`src/rtl/fir_pkg.sv`:
```
// fir_pkg: shared widths, filter latency and sequencer FSM states
// used by the FIR filter and its sample sequencer.
package fir_pkg;

  localparam int FIR_WI1 = 4;
  localparam int FIR_WF1 = 5;
  localparam int FIR_WOI = 12;
  localparam int FIR_WOF = 10;
  localparam int FIR_LAT = 6;

  typedef enum logic [2:0] {
    S_IDLE,
    S_ISSUE,
    S_WAIT,
    S_HOLD,
    S_DONE
  } seq_state_t;

endpackage

```
`src/rtl/fir_sample_ram.sv`:
```
// fir_sample_ram: sample store, single write port,
// registered read with read enable (output holds when re=0).
module fir_sample_ram #(
  parameter int DEPTH = 50,
  parameter int AW    = 6,
  parameter int DW    = 9
) (
  input  logic          CLK,
  input  logic          RESET,
  input  logic          we,
  input  logic [AW-1:0] waddr,
  input  logic [DW-1:0] wdata,
  input  logic          re,
  input  logic [AW-1:0] raddr,
  output logic [DW-1:0] rdata
);

  logic [DW-1:0] mem [DEPTH];

  // out-of-range writes are dropped; contents survive reset
  always_ff @(posedge CLK) begin
    if (we && (int'(waddr) < DEPTH))
      mem[waddr] <= wdata;
  end

  // read register doubles as the filter's X output
  always_ff @(posedge CLK or posedge RESET) begin
    if (RESET)
      rdata <= '0;
    else if (re)
      rdata <= mem[raddr];
  end

endmodule

```
`src/rtl/fir_sample_sequencer.sv`:
```
// fir_sample_sequencer: plays stored samples into a FIR, captures results.
// Optional FIR_SEQ_OVF_CNT_EN adds a saturating overflow counter port.
module fir_sample_sequencer
  import fir_pkg::*;
#(
  parameter int No_Input = 50,
  parameter int AW       = 6,
  parameter int WI1      = FIR_WI1,
  parameter int WF1      = FIR_WF1,
  parameter int WOI      = FIR_WOI,
  parameter int WOF      = FIR_WOF,
  parameter int WAIT_CYC = FIR_LAT
) (
  input  logic                 CLK,
  input  logic                 RESET,
  input  logic                 load_we,
  input  logic [AW-1:0]        load_addr,
  input  logic [WI1+WF1-1:0]   load_data,
  input  logic                 start,
  input  logic [AW-1:0]        run_len,
  output logic [WI1+WF1-1:0]   X,
  output logic                 test,
  input  logic [WOI+WOF-1:0]   Filt_Out,
  input  logic                 overflow,
  output logic                 res_valid,
  input  logic                 res_ready,
  output logic [WOI+WOF-1:0]   res_data,
  output logic                 res_ovf,
  output logic [AW-1:0]        res_idx,
  output logic                 busy,
  output logic                 done
`ifdef FIR_SEQ_OVF_CNT_EN
  ,
  output logic [AW-1:0]        ovf_count
`endif
);

  localparam int DW = WI1 + WF1;
  localparam logic [7:0] CNT_INIT = 8'(WAIT_CYC - 1);
  localparam logic [AW-1:0] ONE = AW'(1);

  seq_state_t    state, state_nxt;
  logic [AW-1:0] idx, len, len_req, raddr;
  logic [7:0]    cnt;
  logic          start_ok, cap, hs, last, re, we;

  assign start_ok = (state == S_IDLE) && start;
  assign len_req  = (int'(run_len) > No_Input) ? AW'(No_Input) : run_len;
  assign cap      = (state == S_WAIT) && (cnt == '0);
  assign hs       = (state == S_HOLD) && res_valid && res_ready;
  assign last     = (idx == len - ONE);
  assign we       = (state == S_IDLE) && load_we;
  assign raddr    = (state == S_IDLE) ? '0 : idx + ONE;
  assign re       = (state_nxt == S_ISSUE);
  assign test     = (state == S_ISSUE);
  assign busy     = (state != S_IDLE);
  assign done     = (state == S_DONE);

  fir_sample_ram #(
    .DEPTH (No_Input),
    .AW    (AW),
    .DW    (DW)
  ) u_ram (
    .CLK   (CLK),
    .RESET (RESET),
    .we    (we),
    .waddr (load_addr),
    .wdata (load_data),
    .re    (re),
    .raddr (raddr),
    .rdata (X)
  );

  // state register
  always_ff @(posedge CLK or posedge RESET) begin
    if (RESET)
      state <= S_IDLE;
    else
      state <= state_nxt;
  end

  // next-state: one frame is ISSUE, WAIT..., HOLD until handshake
  always_comb begin
    state_nxt = state;
    unique case (state)
      S_IDLE:  if (start)
                 state_nxt = (len_req == '0) ? S_DONE : S_ISSUE;
      S_ISSUE: state_nxt = S_WAIT;
      S_WAIT:  if (cnt == '0) state_nxt = S_HOLD;
      S_HOLD:  if (hs) state_nxt = last ? S_DONE : S_ISSUE;
      S_DONE:  state_nxt = S_IDLE;
      default: state_nxt = S_IDLE;
    endcase
  end

  // run bookkeeping, latency counter and result capture
  always_ff @(posedge CLK or posedge RESET) begin
    if (RESET) begin
      idx       <= '0;
      len       <= '0;
      cnt       <= '0;
      res_valid <= 1'b0;
      res_data  <= '0;
      res_ovf   <= 1'b0;
      res_idx   <= '0;
    end else begin
      if (start_ok) begin
        len <= len_req;
        idx <= '0;
      end
      if (state == S_ISSUE)
        cnt <= CNT_INIT;
      else if ((state == S_WAIT) && (cnt != '0))
        cnt <= cnt - 8'd1;
      if (cap) begin
        res_valid <= 1'b1;
        res_data  <= Filt_Out;
        res_ovf   <= overflow;
        res_idx   <= idx;
      end else if (hs) begin
        res_valid <= 1'b0;
      end
      if (hs && !last)
        idx <= idx + ONE;
    end
  end

`ifdef FIR_SEQ_OVF_CNT_EN
  // overflow captures per run, saturating
  always_ff @(posedge CLK or posedge RESET) begin
    if (RESET)
      ovf_count <= '0;
    else if (start_ok)
      ovf_count <= '0;
    else if (cap && overflow && (ovf_count != '1))
      ovf_count <= ovf_count + ONE;
  end
`endif

endmodule

```
`config.mk`:
```
export PLATFORM = sky130hd
export DESIGN_NAME = fir_sample_sequencer
export DESIGN_NICKNAME = d
export VERILOG_FILES = /design/src/rtl/fir_pkg.sv /design/src/rtl/fir_sample_ram.sv /design/src/rtl/fir_sample_sequencer.sv
export SDC_FILE = /design/constraint.sdc
export NUM_CORES = 1
export LEC_CHECK = 0
export ABC_AREA = 1
export CAP_MARGIN = 20
export CORE_MARGIN = 3
export CORE_UTILIZATION = 45
export DETAILED_ROUTE_END_ITERATION = 7
export PLACE_DENSITY_LB_ADDON = 0.25
export SKIP_CTS_REPAIR_TIMING = 1
export SLEW_MARGIN = 0
export SYNTH_ARGS = -nofsm -noshare
export SYNTH_HDL_FRONTEND = slang
export SYNTH_HIERARCHICAL = 1
export SYNTH_SLANG_ARGS = --single-unit
export TNS_END_PERCENT = 100
```
`constraint.sdc`:
```
create_clock -name CLK -period 3.2 [get_ports CLK]
set_clock_uncertainty 0.2 [all_clocks]
set_input_delay 0.64 -clock CLK [delete_from_list [all_inputs] [get_ports CLK]]
set_output_delay 0.64 -clock CLK [all_outputs]
set_load 0.1 [all_outputs]
```
==> Flow_metrics.wiki <==
{| class="wikitable"
! Metric !! Value
|-
| Outcome || completed
|-
| Hold Path Class || primary input to async pin
|-
| Static power due to leakage || about 9.6 nW
|-
| Global-route wire length before repair || ~85000 um
|-
| Max Clk Rate || between 300 and 400 MHz
|-
| Setup slack, reg-to-reg || 0.23 ns
|-
| Library cells used by synthesis || 34
|-
| Worst-path clk slew || 0.06 ns
|-
| Final antenna-violating net count || 0
|-
| Crit path time final || 2.97 ns
|-
| Synthesized instance count || 1923
|-
| Tcrit/Tclk final || about 93%
|-
| Post-synth EDFFs || 450
|-
| Number of antenna diodes || 0
|-
| Cell count after placement || 2629
|-
| Number of buffers inserted during clock tree synthesis || 53
|-
| Area of the die || 50400 um^2
|-
| Depth of the worst register-to-register path || 13
|-
| Worst slew margin relative to its limit || roughly half
|-
| Maximum number of buffers from clock root to sink || 3
|-
| Crit Reg-Reg Startpoint || idx[0]
|-
| Residual DRC count || 0
|-
| Ys async rst share || 12.1%
|-
| DP HPWL || 34900 um
|-
| Total wire length || about 56000 um
|-
| Floorplan die width || about 220 um
|-
| Vias || roughly 15000
|-
| Total clock sinks || 512
|-
| Starting density of the core || 45.8%
|-
| Core area || 46900 um^2
|-
| Leading post-synthesis cells by cell area || edfxtp_1 63%, nand2_1 7.8%, dfrtp_1 7.2%
|-
| Type of element capturing the critical path || register
|-
| Fill cell total of the finished layout || 4023
|-
| Number of nets produced by synthesis || 1976
|-
| Transition time at the pin with the least slew margin || 0.777 ns
|-
| Number of antenna violations at the first check in global routing || 0
|-
| Filler-free cell count of the finished design || 2727
|-
| Top-Level Pins || 91
|-
| Avg Vias per Cell || 5.41
|-
| Primary FF master, synth || edfxtp_1
|-
| End of the worst register-to-register path || u_ram/rdata[4]
|-
| Deepest level of the CTS H-tree || 2
|-
| Unrepaired setup endpoints after global routing || no
|-
| Final slew viol count || 0
|-
| Flip-flop and latch count after synthesis || 512
|-
| CP required || around 3.5 ns
|-
| CP Class || register to register
|-
| Share of the yosys chip area belonging to registers || 70.2%
|-
| Startpoint Class || register
|-
| Arrival time of the worst setup path || between 3 and 4 ns
|-
| Routability Congestion || 0.919
|-
| Maximum capacitance violations || 0
|-
| Setup Viol. Count Final || 0
|-
| Power per cell area || 961 nW/um^2
|-
| Post-Synthesis Cell Area || 21500 um^2
|-
| Core Rows || 79
|-
| Average wire per standard cell || 20.5 um
|-
| Endpoints failing hold || 0
|-
| Dominant cell type by area after synthesis || edfxtp_1
|-
| First-pass iteration count of the detailed router || 6
|-
| Clock latency on the worst-skew pair || approximately 0.61 ns
|-
| Synthesis warning total || 6
|-
| Number of nets in the final layout || roughly 2100
|-
| Congestion Overflow GR || 0
|-
| Proportion of netlist area held by the largest area contributor || 62.9%
|-
| Largest fanout on the critical path || 48
|-
| CTS tree || built
|-
| Library cell used as clock root buffer || clkbuf_16
|-
| First-iteration detailed-routing DRC count || 1624
|-
| Number of global-route vias before repair || 14372
|-
| Area grow syn2layout || 17.0%
|-
| Worst vdd rail ir drop || 0.00103 V
|-
| Largest net degree at the start of global routing || 91
|-
| Die Y || 224 um
|-
| Average size of a mapped cell || ~11 um^2
|-
| Tot GR Track Use || between 20% and 30%
|-
| Total of buffers placed on input and output ports || 90
|-
| Fraction of final layout cells sized beyond drive strength 1 || around an eighth
|-
| Fin util || 53.6%
|}
routing by layer:
layer  track usage, %  vias to the layer above  routed length [um]
met5                0                        -                   0
met4             8.65                        0                1960
met3             3.78                      116                4170
met2             35.5                      598               26000
met1             30.4                     7118               23700
li1                 -                     6909                   -
sequential cells by signal (all words and copies together), names as in the netlist:
register and cells:
idx 6, res_data 22, u_ram/mem 450, res_idx 6, cnt 8, res_valid 1, u_ram/rdata 9, res_ovf 1
len 6, state 3
cell usage after synthesis, types with 3 or more instances:
| cell | count |
|---|---|
| buf_4 | 4 |
| inv_2 | 4 |
| edfxtp_1 | 450 |
| nor2_1 | 269 |
| xor2_1 | 6 |
| nor2_2 | 3 |
| buf_1 | 10 |
| buf_6 | 12 |
| inv_1 | 102 |
| nand2_1 | 448 |
| clkbuf_1 | 38 |
| nand3_1 | 268 |
| mux2_2 | 22 |
| o21ai_1 | 14 |
| a21oi_1 | 16 |
| nand2_2 | 3 |
| dfrtp_1 | 62 |
| o211ai_1 | 27 |
| buf_2 | 35 |
| nand4_1 | 7 |
| o21ai_0 | 102 |
| nor3_1 | 3 |
| ha_1 | 4 |
layout make-up:
| class | instances | area (um^2) | share of cell area (%) |
|---|---|---|---|
| flip-flops and latches | 512 | 15100 | 60.0 |
| well taps | 607 | 759 | 3.02 |
| inverters | 106 | 404 | 1.61 |
| multi-input cells | 1205 | 5500 | 21.9 |
| clock inverters | 32 | 211 | 0.842 |
| clock buffers | 66 | 1400 | 5.56 |
| repair buffers | 199 | 1790 | 7.14 |
critical path, cell delays in order (launching register included):
cell     delay (ns)
dfrtp_1        0.51
ha_1           0.24
xor2_1         0.19
inv_1          0.09
nor2_4         0.09
buf_4          0.49
nand3_1        0.28
nand2_1        0.14
nand2_1        0.06
nand3_1        0.14
nand3_1        0.16
nand2_1        0.12
nand2_1        0.06
nand2_1        0.07
placed cells by master (no fill, tap or decap), drive strengths merged:
cell type / n
nand2: 451
dfrtp: 62
o31ai: 1
o211ai: 27
xor2: 6
bufinv: 1
a22oi: 1
a21boi: 1
or2: 1
mux2: 24
xnor2: 2
nor3: 5
nor2: 272
o21a: 1
clkinv: 27
inv: 106
edfxtp: 450
o22ai: 1
nand3: 268
clkdlybuf4s50: 39
o21ai: 117
buf: 160
nand4: 7
clkinvlp: 4
a21oi: 16
ha: 4
clkbuf: 66
worst max-delay path by stage:
stage	startpoint	endpoint	slack, ns
after detailed placement	load_addr[2]	u_ram/mem[4][1]	0.06
after global placement	load_addr[2]	u_ram/mem[4][5]	-0.02
final	idx[0]	u_ram/rdata[4]	0.23
after CTS	state[1]	u_ram/mem[4][1]	0.08
after floorplan	state[1]	u_ram/mem[12][0]	0.24
after global routing	idx[0]	u_ram/rdata[4]	0.06
cells by family after synthesis:
family / count (synthesis) / synth area share [%]
buf+inv: 206 / 4.37
flops: 512 / 70.2
fa+ha+maj: 4 / 0.233
compound gates: 165 / 4.25
xor+xnor: 8 / 0.326
simple gates: 1004 / 19.4
mux: 24 / 1.29
per-stage QoR:
| stage | hold slack, ns | worst slack [ns] | TNS [ns] | total power, mW | cell area (um^2) |
|---|---|---|---|---|---|
| after global placement | 0.270 | -0.0199 | -0.178 | 18.4 | 23500 |
| after CTS | 0.200 | 0.0813 | 0 | 24.2 | 25100 |
| after detailed placement | 0.281 | 0.0612 | 0 | 18.5 | 23500 |
| final | 0.221 | 0.232 | 0 | 24.2 | 25100 |
| after floorplan | 0.268 | 0.239 | 0 | 15.3 | 21500 |
| after global routing | 0.237 | 0.0574 | 0 | 25.5 | 25100 |
power by group:
| part | internal (mW) | switching (mW) | leakage, nW |
|---|---|---|---|
| Sequential | 7.62 | 0.244 | 4.81 |
| Clock | 3.18 | 2.57 | 0.783 |
| Combinational | 2.93 | 7.61 | 4.04 |
No activity file was read; power rests on OpenSTA's default activity.
